### config.mk
export PLATFORM = sky130hd
export DESIGN_NAME = ssd_driver
export DESIGN_NICKNAME = d
export VERILOG_FILES = /design/src/rtl/ssd_driver.sv
export SDC_FILE = /design/constraint.sdc
export NUM_CORES = 1
export LEC_CHECK = 0
export CORE_AREA = 2 2 39 41
export CTS_BUF_LIST = sky130_fd_sc_hd__clkbuf_8
export CTS_CLUSTER_SIZE = 12
export DETAILED_ROUTE_END_ITERATION = 10
export DIE_AREA = 0 0 41 43
export GPL_TIMING_DRIVEN = 0
export PLACE_DENSITY_LB_ADDON = 0.2
export SYNTH_ARGS = -nofsm -noshare
export SYNTH_HDL_FRONTEND = slang
export SYNTH_SLANG_ARGS = --single-unit
### constraint.sdc
create_clock -name clock -period 0.8 [get_ports clock]
set_input_delay 0.16 -clock clock [delete_from_list [all_inputs] [get_ports clock]]
set_output_delay 0.16 -clock clock [all_outputs]
set_load 0.01 [all_outputs]
### src/rtl/ssd_driver.sv
// Registered hex-to-seven-segment decoder with blanking and selectable output polarity.
// Q_out bit order is {g,f,e,d,c,b,a}; the off pattern depends on ACTIVE_LOW.
module ssd_driver #(
  parameter bit ACTIVE_LOW = 1'b1
) (
  input  logic       clock,
  input  logic       reset_n,
  input  logic       blank,
  input  logic [3:0] Q_in,
  output logic [6:0] Q_out
);

  localparam logic [6:0] SEG_OFF = ACTIVE_LOW ? 7'b1111111 : 7'b0000000;

  logic [6:0] seg_active_low;
  logic [6:0] q_out_d;
  logic [6:0] q_out_q;

  // Patterns are held in active-low form; unmatched (X/Z) codes fall to all-off.
  always_comb begin
    seg_active_low = 7'b1111111;
    case (Q_in)
      4'h0:    seg_active_low = 7'b1000000;
      4'h1:    seg_active_low = 7'b1111001;
      4'h2:    seg_active_low = 7'b0100100;
      4'h3:    seg_active_low = 7'b0110000;
      4'h4:    seg_active_low = 7'b0011001;
      4'h5:    seg_active_low = 7'b0010010;
      4'h6:    seg_active_low = 7'b0000010;
      4'h7:    seg_active_low = 7'b1111000;
      4'h8:    seg_active_low = 7'b0000000;
      4'h9:    seg_active_low = 7'b0010000;
      4'hA:    seg_active_low = 7'b0001000;
      4'hB:    seg_active_low = 7'b0000011;
      4'hC:    seg_active_low = 7'b1000110;
      4'hD:    seg_active_low = 7'b0100001;
      4'hE:    seg_active_low = 7'b0000110;
      4'hF:    seg_active_low = 7'b0001110;
      default: seg_active_low = 7'b1111111;
    endcase
  end

  always_comb begin
    q_out_d = ACTIVE_LOW ? seg_active_low : ~seg_active_low;
    if (blank) begin
      q_out_d = SEG_OFF;
    end
  end

  always_ff @(posedge clock or negedge reset_n) begin
    if (!reset_n) begin
      q_out_q <= SEG_OFF;
    end else begin
      q_out_q <= q_out_d;
    end
  end

  assign Q_out = q_out_q;

endmodule

# Word-level counts from Yosys, hierarchy flattened
# Memory sizes are Yosys's and may differ from the RTL's.
# Cells that the tools add are included.
[word_totals]
output_inout_bits = 7
n_memories = 1
in_bits = 7
regBits = 7
romBits = 112
elab_cells = 3
[mem_list]
columns = ["name", "words", "word_bits", "rd", "rd_ports_with_merged_regs", "write_ports", "line_no", "source"]
rows = [
  ["(no name shown)", 16, 7, 1, 0, 0, "22", "case (Q_in)"],
]
[op_classes]
muxes = 1
[op_table]
columns = ["cell", "n"]
rows = [
  ["7-bit two-way mux", 1],
]

# Logic depth before layout (Yosys ltp)
# An unclocked memory read counts as a cell.
[logic_depth]
depth_word = 2
mapped_depth = 5
mapped_depth_nobuf = 5

# Worst setup path before layout
# No wires, ideal clock.
[synth_path]
path_kind = "input-to-reg"
from = "input port Q_in[1]"
to = "register q_out_q[3], in the netlist Q_out[3]"
t_required_ns = 0.718
stages = 5
t_arrival_ns = 1.158
path_slack_ns = -0.440
path_cell_list = "inv_1 -> ha_1 -> inv_1 -> mux4_2 -> or2_1"
[synth_between]
elab_chain_cells = 2
[synth_lines]
columns = ["item", "line_no", "source"]
rows = [
  ["start: declaration", "9", "input logic [3:0] Q_in,"],
  ["memory 16 x 7 bit", "--", ""],
  ["7-bit two-way mux", "45", "if (blank) begin"],
  ["named net q_out_d[3]", "16", "logic [6:0] q_out_d;"],
  ["end signal: assignment", "54", "q_out_q <= q_out_d;"],
  ["end: declaration", "17", "logic [6:0] q_out_q;"],
]
# The timed path passes the listed nets, and every way through them passes these cells.

# Final worst setup path
# Same ends and word-level chain as after synthesis.

==> key figures <==
Status
  – Status: finished with violations
  – Failing checks: negative setup slack

GRT
  – Gr ovfl total: 0
  – Initial antenna violation count: 0
  – Vias in the first global route: between 400 and 500
  – Largest net degree at the start of global routing: 9
  – First-pass GRT wire length: 1.64 mm
  – Overall routing resource usage: 0.135

Power
  – PwrDens: 1420 mW/mm^2
  – Pleak: around 0.00041 uW
  – Max VDD drop: about 0.56 mV

Setup path
  – Data arrival, critical path: roughly 1.2 ns
  – WP data required: roughly 0.95 ns
  – CP Capture Type: register
  – Critical path class: in -> reg
  – Startpoint types: primary input
  – Crit-path max FO: 5

Logic synthesis
  – Post-Syn Area: roughly 480 sq um
  – Synth top area cells: dfstp_2, ha_1, mux2i_1, a211o_1, mux4_2
  – Mapped Nets: 55
  – Yosys reg bits: 7
  – Cell variety after synth: 18
  – Post-synthesis sequential area ratio: 0.383
  – Syn. warnings: 0
  – Cell taking the most area after synthesis: dfstp_2
  – Yosys top cell area share: 0.383
  – Post-Syn Instances: a little over 40
  – Avg Inst Size Synth: 11.7 sq um

Detailed routing
  – WL per Instance: 11.2 um
  – DRC Markers: 0
  – DR vias/cell: between 4 and 5
  – Drt total wl: ~940 um
  – Post-route ant nets: 0
  – DRT iter0 DRCs: 13
  – First-pass DRT Iterations: 4
  – Vias post-DR: just under 400

Placed design
  – Gpl congestion: between 0.6 and 0.7
  – Port buffer count: 13
  – DPL Wire Length: ~700 um
  – Placed inst area: between 600 and 700 sq um

Floorplanning
  – # IOs: 14
  – Die H: between 40 and 50 um
  – Row count: 14
  – Overall die width: a little over 40 um
  – Die area: about 0.0018 sq mm
  – CORE AREA: 0.00138 sq mm
  – Initial Util: 0.347

Cells and area
  – Fillcell total: approximately 110
  – Layout cell share with drive strength beyond 1: 0.647
  – Max reg flops: 7
  – Commonest non-fill, non-tap cells in the layout: buf_6, buf_4, dfstp_2
  – Layout Nets: 83
  – Commonest non-fill, non-tap cell in the layout: buf_6
  – Area growth, synth to finish: 79.4%
  – Fin area: about 860 sq um
  – Ant diodes: 0

CTS
  – H-tree depth: 1
  – CTS tree: built
  – Clk buf depth: 2
  – Hold-fix buffers, CTS: 0
  – Root buffer cell: clkbuf_8
  – CTS clk-pin slew, worst paths: 0.04 ns
  – CTS Buf Count: 3
  – Clk sinks: 7

Run
  – Max Cap Viol: 0

Timing
  – Max Clock Freq: slightly above 900 MHz
  – Crit path time final: approximately 1.1 ns
  – Post-route setup slack: -0.277 ns
  – Worst slew pin tran: roughly 0.28 ns
  – Slew HR: 0.816
  – Final setup TNS: -2.01 ns
  – # setup viols final: 13
  – RSZ-0062 raised after global routing: true
  – Share of the clock period used by the worst path: 1.35
  – Final hold vios: 0
  – Final-report max-slew violation count: 0

Min path
  – Min-delay worst type: in -> reg
-- cell type report --
cell class                      count  area [sq um]  area share
Multi-Input combinational cell     29           319       0.370
Timing Repair Buffer               23           235       0.273
Sequential cell                     7           184       0.213
Clock buffer                        3          41.3      0.0479
Inverter                            3          36.3      0.0421
Buffer                              2          22.5      0.0261
Tap cell                           16          20.0      0.0232
Clock inverter                      1          3.75     0.00435
-- final timing paths --
path,startpoint,endpoint,depth (start not counted)
max,Q_in[1],Q_out[3],6
min,blank,Q_out[5],2
max in group asynchronous,reset_n,Q_out[6],1
min in group asynchronous,reset_n,Q_out[1],1
-- synth_stat cells --
master	instances
dfstp_2	7
ha_1	7
nor2_1	5
a211o_1	3
inv_1	3
mux2i_1	3
a221o_1	2
a21oi_1	1
and2b_2	1
and3_2	1
buf_2	1
buf_6	1
mux2_2	1
mux2_4	1
mux4_2	1
nor3_1	1
o21ai_0	1
or2_1	1
-- worst max-delay path: stages --
cell and delay, ns:
buf_12 0.10, inv_12 0.04, ha_4 0.25, inv_2 0.03, mux4_2 0.43, or2_1 0.21
-- routing by layer --
layer | GRT usage | wire length, um | vias to the layer above
met4 | 0.0600 | 0 | 0
met5 | 0 | 0 | -
met1 | 0.142 | 340 | 181
met2 | 0.234 | 542 | 13
met3 | 0.0314 | 55 | 0
li1 | - | - | 200
-- cell families after synthesis --
kind of cell / Yosys count / synth area share
compound gates: 7 / 0.117
fa+ha+maj: 7 / 0.182
buf+inv: 5 / 0.0573
flops: 7 / 0.383
mux: 6 / 0.164
simple gates: 9 / 0.0964
-- per-stage QoR --
| step | std cells | util | power, uW | setup slack [ns] | hold slack (ns) |
|---|---|---|---|---|---|
| after floorplan | 41 | - | 559 | -0.375 | 0.0122 |
| after global placement | 70 | 0.503 | 692 | -1.32 | 0.677 |
| after detailed placement | 70 | 0.503 | 697 | -1.33 | 0.685 |
| after CTS | 84 | 0.621 | 1240 | -0.278 | 0.360 |
| after global routing | 84 | 0.623 | 1300 | -0.306 | 0.368 |
| final | 84 | 0.623 | 1220 | -0.277 | 0.337 |
-- power by group --
group          switching [uW]  internal, uW  leakage [uW]  total, uW
sequential               12.4           405     0.0000738        418
combinational             136           205      0.000305        341
clock                     136           330     0.0000269        466
total                     284           940      0.000405       1220
-- what timing repair did --
item                                    CTS  global route
endpoints found under the setup margin   14            14
gates resized for setup                  63             1
pin swaps                                 5             0
setup buffers                            10             0
No activity file was read; power rests on OpenSTA's default activity.
